[src/rtl/simple_alu_pipe_if.sv]
// simple_alu_pipe_if
//   Issue/writeback bundle for the pipelined execute ALU, plus the shared
//   opcode and flag-width encodings used by the ALU and anything that
//   drives it.
//   Issue side    : flush_i, valid_i, data1_i, data2_i, immd_i, opcode_i,
//                   tag_i into the ALU; ready_o back to issue.
//   Writeback side: valid_o, result_o, flags_o, tag_o out of the ALU;
//                   ready_i back from writeback.
//   modport slave is the ALU, modport master is the issue/writeback side.

`ifndef SIMPLE_ALU_PIPE_DEFS
`define SIMPLE_ALU_PIPE_DEFS
`define SIZE_OPCODE_I   6
`define EXECUTION_FLAGS 6
`define ADD    6'd0
`define ADDU   6'd1
`define SUB    6'd2
`define SUBU   6'd3
`define ADDI   6'd4
`define ADDIU  6'd5
`define SLT    6'd6
`define SLTU   6'd7
`define SLTI   6'd8
`define SLTIU  6'd9
`define AND    6'd10
`define OR     6'd11
`define XOR    6'd12
`define NOR    6'd13
`define ANDI   6'd14
`define ORI    6'd15
`define XORI   6'd16
`define LUI    6'd17
`define SLL    6'd18
`define SRL    6'd19
`define SRA    6'd20
`define SLLV   6'd21
`define SRLV   6'd22
`define SRAV   6'd23
`define MFHI   6'd24
`define MTHI   6'd25
`define MFLO   6'd26
`define MTLO   6'd27
`define NOP    6'd28
`endif

interface simple_alu_pipe_if #(
    parameter int DATA_W = 32,
    parameter int IMM_W  = 16,
    parameter int TAG_W  = 7,
    parameter int OPC_W  = `SIZE_OPCODE_I,
    parameter int FLAG_W = `EXECUTION_FLAGS
);
    logic              flush_i;
    logic              valid_i;
    logic              ready_o;
    logic [DATA_W-1:0] data1_i;
    logic [DATA_W-1:0] data2_i;
    logic [IMM_W-1:0]  immd_i;
    logic [OPC_W-1:0]  opcode_i;
    logic [TAG_W-1:0]  tag_i;
    logic              valid_o;
    logic              ready_i;
    logic [DATA_W-1:0] result_o;
    logic [FLAG_W-1:0] flags_o;
    logic [TAG_W-1:0]  tag_o;

    modport master (
        output flush_i, valid_i, data1_i, data2_i, immd_i, opcode_i, tag_i, ready_i,
        input  ready_o, valid_o, result_o, flags_o, tag_o
    );

    modport slave (
        input  flush_i, valid_i, data1_i, data2_i, immd_i, opcode_i, tag_i, ready_i,
        output ready_o, valid_o, result_o, flags_o, tag_o
    );
endinterface

[src/rtl/simple_alu_pipe.sv]
// simple_alu_pipe
//   Pipelined integer ALU for the execute stage. One op per cycle enters
//   through a valid/ready handshake, is decoded, executed and leaves after
//   PIPE_DEPTH registered stages together with its issue tag and flags.
//   Every stage is elastic, so writeback backpressure stalls the pipe
//   without bubbles; flush_i kills everything in flight at the next edge.
// Ports
//   clk    : clock, all state on the rising edge
//   reset  : asynchronous, active-high reset
//   alu    : simple_alu_pipe_if.slave (issue in, result out, flush)
// Flags layout: {1'b0, wr_dest, 1'b0, executed, exception, mispredict}

module simple_alu_pipe #(
    parameter int DATA_W     = 32,
    parameter int IMM_W      = 16,
    parameter int TAG_W      = 7,
    parameter int PIPE_DEPTH = 2,
    parameter int OPC_W      = `SIZE_OPCODE_I,
    parameter int FLAG_W     = `EXECUTION_FLAGS
) (
    input logic             clk,
    input logic             reset,
    simple_alu_pipe_if.slave alu
);

    localparam int SH_W = $clog2(DATA_W);

    // Operation classes after decode: immediate forms collapse onto their
    // register forms once the second operand has been selected.
    typedef enum logic [3:0] {
        C_ADD, C_ADDU, C_SUB, C_SUBU, C_SLT, C_SLTU,
        C_AND, C_OR, C_XOR, C_NOR, C_SLL, C_SRL, C_SRA,
        C_PASS, C_NOP, C_UNDEF
    } op_class_e;

    typedef struct packed {
        op_class_e         cls;
        logic [DATA_W-1:0] a;      // data1
        logic [DATA_W-1:0] b;      // second operand / shifted value / pass value
        logic [SH_W-1:0]   shamt;
    } dec_t;

    typedef struct packed {
        logic [DATA_W-1:0] result;
        logic [FLAG_W-1:0] flags;
    } exe_t;

    // Parameter sanity: illegal configurations fail elaboration.
    generate
        if (IMM_W >= DATA_W) begin : g_bad_imm
            $error("simple_alu_pipe: IMM_W must be smaller than DATA_W");
        end
        if (IMM_W < SH_W) begin : g_bad_sh
            $error("simple_alu_pipe: IMM_W too small to hold a shift amount");
        end
        if (FLAG_W < 6) begin : g_bad_flags
            $error("simple_alu_pipe: FLAG_W must be at least 6");
        end
    endgenerate

    // ------------------------------------------------------------------
    // Decode
    // ------------------------------------------------------------------
    logic [OPC_W-1:0]  opc;
    logic [DATA_W-1:0] imm_sext;
    logic [DATA_W-1:0] imm_zext;
    logic [DATA_W-1:0] imm_lui;
    dec_t              dec;

    assign opc      = alu.opcode_i;
    assign imm_sext = {{(DATA_W-IMM_W){alu.immd_i[IMM_W-1]}}, alu.immd_i};
    assign imm_zext = {{(DATA_W-IMM_W){1'b0}}, alu.immd_i};
    assign imm_lui  = {alu.immd_i, {(DATA_W-IMM_W){1'b0}}};

    always_comb begin
        dec.cls   = C_UNDEF;
        dec.a     = alu.data1_i;
        dec.b     = alu.data2_i;
        dec.shamt = alu.immd_i[SH_W-1:0];
        case (opc)
            `ADD:   dec.cls = C_ADD;
            `ADDU:  dec.cls = C_ADDU;
            `SUB:   dec.cls = C_SUB;
            `SUBU:  dec.cls = C_SUBU;
            `ADDI:  begin dec.cls = C_ADD;  dec.b = imm_sext; end
            `ADDIU: begin dec.cls = C_ADDU; dec.b = imm_sext; end
            `SLT:   dec.cls = C_SLT;
            `SLTU:  dec.cls = C_SLTU;
            `SLTI:  begin dec.cls = C_SLT;  dec.b = imm_sext; end
            `SLTIU: begin dec.cls = C_SLTU; dec.b = imm_zext; end
            `AND:   dec.cls = C_AND;
            `OR:    dec.cls = C_OR;
            `XOR:   dec.cls = C_XOR;
            `NOR:   dec.cls = C_NOR;
            `ANDI:  begin dec.cls = C_AND;  dec.b = imm_zext; end
            `ORI:   begin dec.cls = C_OR;   dec.b = imm_zext; end
            `XORI:  begin dec.cls = C_XOR;  dec.b = imm_zext; end
            `LUI:   begin dec.cls = C_PASS; dec.b = imm_lui;  end
            `SLL:   dec.cls = C_SLL;
            `SRL:   dec.cls = C_SRL;
            `SRA:   dec.cls = C_SRA;
            `SLLV:  begin dec.cls = C_SLL; dec.shamt = alu.data1_i[SH_W-1:0]; end
            `SRLV:  begin dec.cls = C_SRL; dec.shamt = alu.data1_i[SH_W-1:0]; end
            `SRAV:  begin dec.cls = C_SRA; dec.shamt = alu.data1_i[SH_W-1:0]; end
            // HI/LO moves just forward rs.
            `MFHI, `MTHI, `MFLO, `MTLO: begin dec.cls = C_PASS; dec.b = alu.data1_i; end
            `NOP:   dec.cls = C_NOP;
            default: dec.cls = C_UNDEF;
        endcase
    end

    // ------------------------------------------------------------------
    // Execute: pure function of a decoded op, used by either pipe shape.
    // ------------------------------------------------------------------
    function automatic exe_t execute(input dec_t d);
        exe_t              o;
        logic [DATA_W-1:0] r;
        logic              wr;
        logic              ex;
        logic              ov;
        r  = '0;
        wr = 1'b1;
        ex = 1'b1;
        ov = 1'b0;
        case (d.cls)
            C_ADD: begin
                r  = d.a + d.b;
                ov = (d.a[DATA_W-1] == d.b[DATA_W-1]) && (r[DATA_W-1] != d.a[DATA_W-1]);
            end
            C_ADDU: r = d.a + d.b;
            C_SUB: begin
                r  = d.a - d.b;
                ov = (d.a[DATA_W-1] != d.b[DATA_W-1]) && (r[DATA_W-1] != d.a[DATA_W-1]);
            end
            C_SUBU: r = d.a - d.b;
            C_SLT:  r = {{(DATA_W-1){1'b0}}, ($signed(d.a) < $signed(d.b))};
            C_SLTU: r = {{(DATA_W-1){1'b0}}, (d.a < d.b)};
            C_AND:  r = d.a & d.b;
            C_OR:   r = d.a | d.b;
            C_XOR:  r = d.a ^ d.b;
            C_NOR:  r = ~(d.a | d.b);
            C_SLL:  r = d.b << d.shamt;
            C_SRL:  r = d.b >> d.shamt;
            C_SRA:  r = $unsigned($signed(d.b) >>> d.shamt);
            C_PASS: r = d.b;
            C_NOP:  wr = 1'b0;
            default: begin
                wr = 1'b0;
                ex = 1'b0;
            end
        endcase
        o.result   = r;
        o.flags    = '0;
        o.flags[4] = wr;
        o.flags[2] = ex;
        o.flags[1] = ov;
        return o;
    endfunction

    // ------------------------------------------------------------------
    // Pipeline
    // ------------------------------------------------------------------
    generate
        if (PIPE_DEPTH == 2) begin : g_two
            logic             s1_valid;
            logic             s2_valid;
            dec_t             s1_q;
            logic [TAG_W-1:0] s1_tag;
            exe_t             s2_q;
            logic [TAG_W-1:0] s2_tag;
            exe_t             s2_d;
            logic             s1_load;
            logic             s2_load;

            // Stage 2 can take new data when empty or draining this cycle;
            // stage 1 likewise when empty or moving into stage 2.
            assign s2_load = !s2_valid || alu.ready_i;
            assign s1_load = !s1_valid || s2_load;
            assign s2_d    = execute(s1_q);

            always_ff @(posedge clk or posedge reset) begin
                if (reset) begin
                    s1_valid <= 1'b0;
                    s2_valid <= 1'b0;
                    s1_q     <= '0;
                    s1_tag   <= '0;
                    s2_q     <= '0;
                    s2_tag   <= '0;
                end else begin
                    if (alu.flush_i) begin
                        s1_valid <= 1'b0;
                        s2_valid <= 1'b0;
                    end else begin
                        if (s1_load) s1_valid <= alu.valid_i;
                        if (s2_load) s2_valid <= s1_valid;
                    end
                    // Data only moves with a valid op, so stalled stages stay bit-stable.
                    if (s1_load && alu.valid_i) begin
                        s1_q   <= dec;
                        s1_tag <= alu.tag_i;
                    end
                    if (s2_load && s1_valid) begin
                        s2_q   <= s2_d;
                        s2_tag <= s1_tag;
                    end
                end
            end

            assign alu.ready_o  = s1_load;
            assign alu.valid_o  = s2_valid;
            assign alu.result_o = s2_q.result;
            assign alu.flags_o  = s2_q.flags;
            assign alu.tag_o    = s2_tag;
        end else if (PIPE_DEPTH == 1) begin : g_one
            logic             s_valid;
            exe_t             s_q;
            logic [TAG_W-1:0] s_tag;
            exe_t             s_d;
            logic             s_load;

            assign s_load = !s_valid || alu.ready_i;
            assign s_d    = execute(dec);

            always_ff @(posedge clk or posedge reset) begin
                if (reset) begin
                    s_valid <= 1'b0;
                    s_q     <= '0;
                    s_tag   <= '0;
                end else begin
                    if (alu.flush_i) s_valid <= 1'b0;
                    else if (s_load) s_valid <= alu.valid_i;
                    if (s_load && alu.valid_i) begin
                        s_q   <= s_d;
                        s_tag <= alu.tag_i;
                    end
                end
            end

            assign alu.ready_o  = s_load;
            assign alu.valid_o  = s_valid;
            assign alu.result_o = s_q.result;
            assign alu.flags_o  = s_q.flags;
            assign alu.tag_o    = s_tag;
        end else begin : g_bad_depth
            $error("simple_alu_pipe: PIPE_DEPTH must be 1 or 2");
        end
    endgenerate

endmodule
[src/flat_wrapper.sv]
// flat-port wrapper written by rule: the top's interface ports become plain ports
module simple_alu_pipe_flat 
#(
    parameter int DATA_W     = 32,
    parameter int IMM_W      = 16,
    parameter int TAG_W      = 7,
    parameter int PIPE_DEPTH = 2,
    parameter int OPC_W      = `SIZE_OPCODE_I,
    parameter int FLAG_W     = `EXECUTION_FLAGS
)
  (clk, reset, alu_flush_i, alu_valid_i, alu_data1_i, alu_data2_i, alu_immd_i, alu_opcode_i, alu_tag_i, alu_ready_i, alu_ready_o, alu_valid_o, alu_result_o, alu_flags_o, alu_tag_o);
  simple_alu_pipe_if #(.DATA_W(DATA_W), .IMM_W(IMM_W), .TAG_W(TAG_W), .OPC_W(OPC_W), .FLAG_W(FLAG_W)) alu_i ();
  input logic clk;
  input logic reset;
  input wire logic [$bits(alu_i.flush_i)-1:0] alu_flush_i;
  input wire logic [$bits(alu_i.valid_i)-1:0] alu_valid_i;
  input wire logic [$bits(alu_i.data1_i)-1:0] alu_data1_i;
  input wire logic [$bits(alu_i.data2_i)-1:0] alu_data2_i;
  input wire logic [$bits(alu_i.immd_i)-1:0] alu_immd_i;
  input wire logic [$bits(alu_i.opcode_i)-1:0] alu_opcode_i;
  input wire logic [$bits(alu_i.tag_i)-1:0] alu_tag_i;
  input wire logic [$bits(alu_i.ready_i)-1:0] alu_ready_i;
  output wire logic [$bits(alu_i.ready_o)-1:0] alu_ready_o;
  output wire logic [$bits(alu_i.valid_o)-1:0] alu_valid_o;
  output wire logic [$bits(alu_i.result_o)-1:0] alu_result_o;
  output wire logic [$bits(alu_i.flags_o)-1:0] alu_flags_o;
  output wire logic [$bits(alu_i.tag_o)-1:0] alu_tag_o;
  assign alu_i.flush_i = alu_flush_i;
  assign alu_i.valid_i = alu_valid_i;
  assign alu_i.data1_i = alu_data1_i;
  assign alu_i.data2_i = alu_data2_i;
  assign alu_i.immd_i = alu_immd_i;
  assign alu_i.opcode_i = alu_opcode_i;
  assign alu_i.tag_i = alu_tag_i;
  assign alu_i.ready_i = alu_ready_i;
  assign alu_ready_o = alu_i.ready_o;
  assign alu_valid_o = alu_i.valid_o;
  assign alu_result_o = alu_i.result_o;
  assign alu_flags_o = alu_i.flags_o;
  assign alu_tag_o = alu_i.tag_o;
  simple_alu_pipe #(.DATA_W(DATA_W), .IMM_W(IMM_W), .TAG_W(TAG_W), .PIPE_DEPTH(PIPE_DEPTH), .OPC_W(OPC_W), .FLAG_W(FLAG_W)) u_core (.clk(clk), .reset(reset), .alu(alu_i));
endmodule
[config.mk]
export PLATFORM = sky130hd
export DESIGN_NAME = simple_alu_pipe_flat
export DESIGN_NICKNAME = d
export VERILOG_FILES = /design/src/rtl/simple_alu_pipe_if.sv /design/src/rtl/simple_alu_pipe.sv /design/src/flat_wrapper.sv
export SDC_FILE = /design/constraint.sdc
export NUM_CORES = 1
export LEC_CHECK = 0
export BUFFER_PORTS_ARGS = -buffer_cell sky130_fd_sc_hd__buf_4
export CAP_MARGIN = 20
export CELL_PAD_IN_SITES_DETAIL_PLACEMENT = 1
export CELL_PAD_IN_SITES_GLOBAL_PLACEMENT = 1
export CORE_MARGIN = 2
export CORE_UTILIZATION = 41
export DETAILED_ROUTE_END_ITERATION = 12
export PLACE_DENSITY_LB_ADDON = 0.1
export REMOVE_ABC_BUFFERS = 1
export SLEW_MARGIN = 20
export SYNTH_ARGS = -nofsm -noshare
export SYNTH_HDL_FRONTEND = slang
export SYNTH_SLANG_ARGS = --single-unit
[constraint.sdc]
create_clock -name clk -period 3.5 [get_ports clk]
set_input_delay 0.525 -clock clk [delete_from_list [all_inputs] [get_ports clk]]
set_output_delay 0.525 -clock clk [all_outputs]
set_load 0.01 [all_outputs]
## Word level (Yosys, flattened, before mapping)

Cells that the tools add are included.

| operators by class | value |
|---|---|
| $add $sub $neg | 2 |
| $lt $le $gt $ge | 2 |
| equal/unequal tests | 46 |
| shift operators | 3 |
| mux-type cells | 11 |
| bitwise operators | 4 |
| reduce and logical (&&, ||, !) cells | 31 |

Operator list:

| kind | number |
|---|---|
| $pmux W32 S12 | 1 |
| $pmux W32 S4 | 1 |
| $eq A6 B5 Y1 const B | 13 |
| $lt A32 B32 Y1 | 2 |
| $pmux W4 S15 | 1 |
| $eq A6 B4 Y1 const B | 8 |
| $add A32 B32 Y32 | 1 |
| $and A32 B32 Y32 | 1 |
| $not A32 Y32 | 1 |
| $or A32 B32 Y32 | 1 |
| $shl A32 B5 Y32 | 1 |
| $shr A32 B5 Y32 | 1 |
| $sshr A32 B5 Y32 | 1 |
| $sub A32 B32 Y32 | 1 |
| $xor A32 B32 Y32 | 1 |
| $eq A4 B4 Y1 const B | 7 |
| $eq A6 B3 Y1 const B | 4 |
| $reduce_or A2 Y1 | 12 |
| $eq A4 B3 Y1 const B | 4 |
| $reduce_or A15 Y1 | 1 |
| $reduce_or A14 Y1 | 1 |
| $eq A6 B2 Y1 const B | 2 |
| $eq A4 B2 Y1 const B | 2 |
| $reduce_or A4 Y1 | 2 |
| other kinds (15) | 29 |

| word-level totals | value |
|---|---|
| register bits | 124 |
| input port bits | 98 |
| output and inout bits | 47 |
| word-level logic and storage cells | 109 |

## Logic depth before layout (Yosys ltp)

Gate-level depths: netlist of the first run.

| logic depth | value |
|---|---|
| word-level depth | 5 |
| mapped depth | 14 |
| depth with buffers taken out | 14 |

## Least setup slack after synthesis of the first run

No wires, ideal clock.

| timing | value |
|---|---|
| kind | reg2reg |
| start | register u_core.g_two.s1_q[9] (netlist name) |
| end | register u_core.g_two.s2_q (netlist bit u_core.alu.result_o[31]) |
| library setup time | 126 ps |
| arrival | 3071 ps |
| required time | 3374 ps |
| path slack | 304 ps |
| cell stages (with the launch flop) | 15 |
| buffers on the path | 2 |
| period minus slack after synthesis | 3196 ps |
| path through | dfrtp_1 clkbuf_1 inv_1 ha_1 buf_2 o211a_1 o21ai_1 a211o_1 a2111oi_2 o21a_2 nand4_1 a32o_1 xnor2_1 a221oi_1 nor2_1 |

| between the ends | value |
|---|---|
| longest elaborated chain between the ends | 2 |
| elaborated cells on any way between the ends | 6 |
| classes of those cells | add/sub (2); shift (3); mux (1) |

RTL lines:

| item | RTL line | source |
|---|---|---|
| start, declared | simple_alu_pipe.sv:167 | `dec_t s1_q;` |
| start signal, assigned | simple_alu_pipe.sv:185 | `s1_q <= '0;` |
| start signal, assigned | simple_alu_pipe.sv:199 | `s1_q <= dec;` |
| $sub A32 B32 Y32 (tied with other cells) | simple_alu_pipe.sv:132, simple_alu_pipe.sv:135 |  |
| $pmux W32 S12 * | simple_alu_pipe.sv:125 | `case (d.cls)` |
| end signal, assigned | simple_alu_pipe.sv:187 | `s2_q <= '0;` |
| end signal, assigned | simple_alu_pipe.sv:203 | `s2_q <= s2_d;` |
| end, declared | simple_alu_pipe.sv:169 | `exe_t s2_q;` |

Every way passes the cells marked *; elsewhere a longest branch is shown, timed or not.
A chain may end at the register's enable or synchronous reset.

## Worst setup path in the final report of the first run

| timing | value |
|---|---|
| start | register u_core.g_two.s1_q[37] (netlist name) |
| end | register u_core.g_two.s2_q (netlist bit u_core.alu.result_o[28]) |

| between the ends | value |
|---|---|
| longest elaborated chain between the ends | 2 |
| elaborated cells on any way between the ends | 3 |
| classes of those cells | add/sub (2); mux (1) |

RTL lines:

| item | RTL line |
|---|---|
| $sub A32 B32 Y32 / $add A32 B32 Y32 (equally long branches) | - |
| $pmux W32 S12 * | simple_alu_pipe.sv:125 |

Marks and branches as above.

==> results of run 1 <==
==> final cells by class <==
type,count,area (µm²)
inverter,105,399
sequential,124,3110
fill,4272,16500
tap,448,561
multi-input combinational,1486,10100
timing repair buffer,309,2380
clock inverter,13,155
clock buffer,18,439
==> logic make-up after synthesis <==
family / after synthesis
DFF: 124
muxes: 106
adders and majority gates: 107
buffers and inverters: 269
other: 1
xor gates and xnor gates: 32
AOI/OAI and AO/OA: 668
and+or+nand+nor: 570
==> per-layer routing <==
layer / wire [µm] / part of all wire / vias up
li1: - / - / 7170
met1: 29500 / 0.41 / 8124
met2: 31400 / 0.44 / 864
met3: 6710 / 0.094 / 190
met4: 3650 / 0.051 / 0
met5: 0 / 0 / -
==> state kept, by name (all words and copies together) (netlist names) <==
register / count
u_core.g_two.s1_q: 73
u_core.alu.flags_o: 3
u_core.alu.result_o: 32
u_core.alu.valid_o: 1
u_core.g_two.s1_tag: 7
u_core.alu.tag_o: 7
u_core.g_two.s1_valid: 1
==> cell usage after synthesis (all sizes together), types with 21 or more instances <==
master / instances
mux2i: 64
ha: 105
o211ai: 21
buf: 55
nand2: 248
clkbuf: 109
o21ai: 177
xnor2: 22
a211oi: 36
a22oi: 38
nand3: 25
inv: 104
mux4: 28
a21oi: 179
dfrtp: 124
nor2: 174
nor3: 27
==> power by group through the flow <==
stage          clock network, mW  registers, mW  logic (mW)
2_1_floorplan                  0           2.02        2.20
3_3_place_gp                   0           1.90        4.02
3_5_place_dp                   0           1.91        4.08
4_1_cts                     1.94           1.89        4.12
5_1_grt                     1.99           1.91        4.57
6_report                    1.94           1.89        4.28
==> stage by stage <==
step	cell area [µm²]	worst slack, ps	instances	utilization
2_1_floorplan	13400	-870	1715	-
3_3_place_gp	16400	-1.43	2469	0.488
3_5_place_dp	16400	-62.5	2469	0.488
4_1_cts	17000	23.4	2500	0.506
5_1_grt	17200	2.97	2503	0.510
6_report	17200	130	2503	0.510
==> final timing paths <==
check / cells past startpoint / to / slack [ps]
min: 2 / u_core.alu.valid_o / 130
max: 15 / u_core.alu.result_o[28] / 130
max in group asynchronous: 3 / u_core.g_two.s1_q[21] / 2580
max reg2reg: 15 / u_core.alu.result_o[28] / 130
min reg2reg: 2 / u_core.g_two.s1_tag[4] / 480
min in group clk: 2 / u_core.g_two.s1_valid / 210
==> worst max-delay path, cell delays in order, from the launching register on <==
cell       delay (ps)
dfrtp_1           370
inv_1              80
ha_1              210
inv_1              80
fa_2              240
nand2b_4           70
a221oi_4          270
nor4b_4           240
buf_4             170
o2111ai_2         140
a211oi_2          340
o21ai_1           170
a21oi_2           220
a41oi_1           160
xnor2_1           170
a221o_1           310
==> repair_timing <==
action,4_1_cts,5_1_grt
endpoints found under the setup margin,1,10
gates resized for setup,1,20
buffers inserted,0,3
hold buffers,0,0
pin swaps,0,5
==> metrics.txt, run 1 <==
Pint between 4 and 5 mW; Avg Cell Area, Syn roughly 7.5 µm²; vias around 16000; worst clock skew 15.1 ps; Row Count 67; Clock Power Share 0.239; Synth Area in Simple Gates 0.175; Peak VDD IR 0.374 mV; met1 usage 0.516; first-pass GRT wire length approximately 110 mm; clock buffer depth 2; initial antenna violation count 0; core area between 30000 and 40000 µm²; Antenna Cells 0; Worst-Margin Slew just over 900 ps; post-synth top area cell dfrtp_1; Layout area overhead 21.6%; RSZ-0062 raised after global routing no; router iterations before antenna repair 6; vias in the first global route 16700; adder-cell share of the synthesized area 0.0959; fin nets between 2000 and 2500; TritonCTS buffer count 17; Min-Delay Path Class primary input to asynchronous set/reset pin; starting density of the core 0.419; Final HPWL DP roughly 55 mm; Sequential Power Share 0.233; final setup fails 0; post-synthesis mux area share 0.101; port bufs 141; Detailed Route WL around 71 mm; clock transition at the registers of the reported paths about 70 ps; Total Routing Usage GR 0.396; Net Sw Power about 3.7 mW; Final Power just over 8 mW; TritonCTS clock tree built; status complete, no violations; worst r2r src u_core.g_two.s1_q[37]; crit path DAT 3720 ps; Synth Flop Type dfrtp_1; Crit. Startpoint u_core.g_two.s1_q[37]; max-slew violations 0; post-synth top area share 0.220; Hold Fails Final Rpt 0; Async SR Flop Fraction 1.00; Vias/cell about 6.5; root buffer cell clkbuf_16; Static Leakage approximately 7.7 nW; sequential fraction of the synthesis area 0.220; Max FO, Critical Path 3; CP required 3850 ps; Post-synth EDFFs 0; period utilisation layout 0.963; worst skew pair latency 470 ps; Placer Congestion 0.987; commonest non-fill, non-tap cell in the layout buf_4; max capacitance violation total 0; Setup crit end kind register; layout cells sized above 1 0.210; largest net degree at the start of global routing 73; GR peak layer met2; switching fraction of total power 0.456; commonest non-fill, non-tap cells in the layout buf_4, nand2_1, a21oi_1, nor2_1, o21ai_0; Comb power frac 0.528; Compound-Gate Fraction of Synth Area 0.311; gr ovfl total 0; met3 Track Usage GR 0.0950; CTS sink cnt around 120; Max Freq ~300 MHz; Syn. warnings 0; Synth Area in XOR/XNOR 0.0198; Final ANT Viol Nets 0; worst hold slack about 130 ps; htree depth 4; Tmin final around 3400 ps; Yosys cell types 83; chip height roughly 190 µm; DR iter-0 viols roughly 1800; register bit count reported by yosys ~120; Setup TNS Final 0 ps; Post-Syn Instances 1877; post-DR wirelength/cell around 28 µm; CP Class register to register; DRC violations left 0; die area around 36000 µm²; num ports 145; largest family of logic cells by synthesized area compound AO/OA/AOI/OAI gates; ranking of synthesized cells by area dfrtp_1, ha_1, nand2_1, a21oi_1, o21ai_0; Die X roughly 190 µm; CP Launch Type register; met2 usage 0.616; Mapped Area 14100 µm²; worst rel slew slack 0.386; pwr dens 472 nW/µm²
Power figures use the tool's default switching activity.
==> inputs of run 2 (changes only) <==
--- a/config.mk
+++ b/config.mk
@@ -5,12 +5,14 @@
 export SDC_FILE = /design/constraint.sdc
 export NUM_CORES = 1
 export LEC_CHECK = 0
+export ABC_AREA = 1
 export BUFFER_PORTS_ARGS = -buffer_cell sky130_fd_sc_hd__buf_4
 export CAP_MARGIN = 20
 export CELL_PAD_IN_SITES_DETAIL_PLACEMENT = 1
 export CELL_PAD_IN_SITES_GLOBAL_PLACEMENT = 1
 export CORE_MARGIN = 2
-export CORE_UTILIZATION = 41
+export CORE_UTILIZATION = 39
+export CTS_BUF_LIST = sky130_fd_sc_hd__clkbuf_8
 export DETAILED_ROUTE_END_ITERATION = 12
 export PLACE_DENSITY_LB_ADDON = 0.1
 export REMOVE_ABC_BUFFERS = 1
==> metrics.txt, run 2 <==
CTS sink cnt 124 (unchanged); Mapped Area 16100 µm² (+14%); max reg flops 73 (unchanged); Detailed Route WL 91.1 mm (+28%); status complete, no violations; num ports 145 (unchanged); RSZ-0062 raised after global routing no; largest net degree at the start of global routing 72 (-1.4%); Slowest-stage cell, CP inv_2; DRC violations left 0 (unchanged); period utilisation layout 0.931 (-0.0318); reg2reg end u_core.alu.result_o[20]; max capacitance violation total 0 (unchanged); worst hold slack 84.3 ps (-48.9 ps); Max FO, Critical Path 32 (+29); Placer Congestion 1.11 (+12%); vias in the first global route 20800 (+24%); starting density of the core 0.395 (-0.0244); sequential fraction of the synthesis area 0.193 (-0.0267); commonest non-fill, non-tap cell in the layout nand2_1; pwr dens 449 nW/µm² (-5.0%); design area 18100 µm² (+5.6%); Crit. Startpoint u_core.g_two.s1_q[0]; Die X 207 µm (+9.2%); Total Routing Usage GR 0.420 (+0.0237); Final ANT Viol Nets 0 (unchanged); slack of the worst reg-to-reg path 240 ps (+110 ps); chip height 207 µm (+9.2%); initial antenna violation count 2 (+2); fin nets 3153 (+40%); worst clock skew 18.2 ps (+3.14 ps); most frequent cell after synthesis nand2_1; router iterations before antenna repair 7 (+1); final setup fails 0 (unchanged); clock transition at the registers of the reported paths 100 ps (+30 ps); root buffer cell clkbuf_8; top cells by count, synth nand2_1, nand3_1, inv_1, nor2_1, o21ai_0; worst rel slew slack 0.279 (-0.107); Setup crit end kind register; Top reg by flops u_core.g_two.s1_q; vias 20800 (+27%); crit path cell chain inv_2 > nand2_1 > nand3_1 > nand3_1 > nand2_1 > nand2_1 > nand2_1 > nand2_1 > nand2_1 > nand2_1 > nand3b_1 > o21ai_0 > nand2_1; Synth Flop Type dfrtp_1; gr ovfl total 0 (unchanged); Async SR Flop Fraction 1.00 (unchanged); worst skew pair latency 580 ps (+110 ps); post-synth top area share 0.244 (+0.0247); Avg Cell Area, Syn 5.62 µm² (-25%); htree depth 4 (unchanged); ranking of synthesized cells by area nand2_1, dfrtp_1, nand3_1, inv_1, ha_1; Yosys cell types 57 (-31%); Vias/cell 5.95 (-8.9%); Final HPWL DP 72.4 mm (+32%); first-pass GRT wire length 134 mm (+26%); CP required 4010 ps (+160 ps); Max Freq 307 MHz (+3.4%); clock buffer depth 2 (unchanged); Static Leakage 10.0 nW (+30%); Min-Delay Path Class primary input to asynchronous set/reset pin; commonest non-fill, non-tap cells in the layout nand2_1, nand3_1, inv_1, nor2_1, buf_4; Hold Fails Final Rpt 0 (unchanged); Syn. warnings 0 (unchanged); Post-Syn Instances 2860 (+52%); placed cells 3461 (+40%); layout cells sized above 1 0.0915 (-0.119); port bufs 141 (unchanged); setup bufs post-CTS 0 (unchanged); Cell Area, Placed 17700 µm² (+7.6%); Tmin final 3260 ps (-111 ps); max-slew violations 0 (unchanged); Row Count 74 (+10%); Setup TNS Final 0 ps (unchanged); Layout area overhead 12.8%; slowest stage delay, CP 710 ps (+340 ps); Resized cells post-CTS 0 (-1); worst r2r src u_core.g_two.s1_q[0]; CP Class register to register; cell family with most CP delay simple AND/OR/NAND/NOR gates; DR iter-0 viols 2154 (+21%); register bit count reported by yosys 124 (unchanged); Worst-Margin Slew 1080 ps (+160 ps); TritonCTS clock tree built; CP Launch Type register; Hold Buf Count CTS 0 (unchanged); R2R cell count 13 (-2); crit-path most repeated cell nand2_1; TritonCTS buffer count 17 (unchanged); Peak VDD IR 0.300 mV (-20%); core area 40700 µm² (+21%); Finished Layout Cells 3496 (+40%); post-DR wirelength/cell 26.1 µm (-8.4%); crit path buf inv count 1 (-2); Post-synth EDFFs 0 (unchanged); crit path DAT 3770 ps (+50 ps); die area 42900 µm² (+19%); post-synth top area cell nand2_1
==> run 2: cell types whose count changed after synthesis, sizes merged, moves of 19 or more <==
cell and delta:
nand2 +803, buf +30, nand3 +350, a32oi -20, inv +268, a222oi -19
mux4 -28, a21oi -74, xnor2 -22, nor2 +40, mux2i -63, a211oi -28
clkbuf -67
==> run 2: layout make-up <==
cell class	instances	area (µm²)
Antenna cell	3	7.51
Tap cell	532	666
Multi-Input combinational cell	2238	11000
Fill cell	5774	22600
Clock buffer	20	275
Inverter	373	1410
Sequential cell	124	3110
Clock inverter	12	169
Timing Repair Buffer	194	1520
==> run 2: worst register-to-register path, cell delays in order (launching register included) <==
cell and delay, ps:
dfrtp_1 510, inv_2 710, nand2_1 520, nand3_1 240, nand3_1 120, nand2_1 180, nand2_1 90, nand2_1 80
nand2_1 50, nand2_1 290, nand2_1 120, nand3b_1 90, o21ai_0 80, nand2_1 110
==> run 2: worst max-delay path by stage <==
stage                                    to  cells past startpoint
global placement    u_core.alu.result_o[11]                     15
global route        u_core.alu.result_o[11]                     15
finish              u_core.alu.result_o[20]                     13
detailed placement  u_core.alu.result_o[11]                     15
CTS                 u_core.alu.result_o[22]                     12
floorplan             u_core.g_two.s1_q[71]                      7
==> run 2: cell families after synthesis <==
kind of cell	share of synthesized area
compound gates	0.142
xor+xnor	0.00381
fa+ha+maj	0.0842
buf+inv	0.125
flops	0.193
mux	0.000622
other cells	0.000233
simple gates	0.451
==> run 2: through the flow <==
| step | power (mW) | setup slack (ps) | utilization |
|---|---|---|---|
| floorplan | 4.47 | -628 | - |
| global route | 8.58 | 149 | 0.445 |
| detailed placement | 6.41 | 431 | 0.434 |
| global placement | 6.30 | 481 | 0.434 |
| CTS | 7.99 | 406 | 0.445 |
| finish | 8.13 | 241 | 0.445 |
==> run 2: power breakdown <==
| group | switching, mW | internal [mW] |
|---|---|---|
| combinational | 3.22 | 1.35 |
| clock | 0.756 | 0.824 |
| sequential | 0.315 | 1.66 |
==> run 2: per-layer routing <==
layer	wire length [µm]	vias up	track usage
met5	14	-	0
met4	6160	2	0.257
met3	8320	262	0.0873
met2	39100	1001	0.638
met1	37500	10200	0.545
li1	-	9360	-
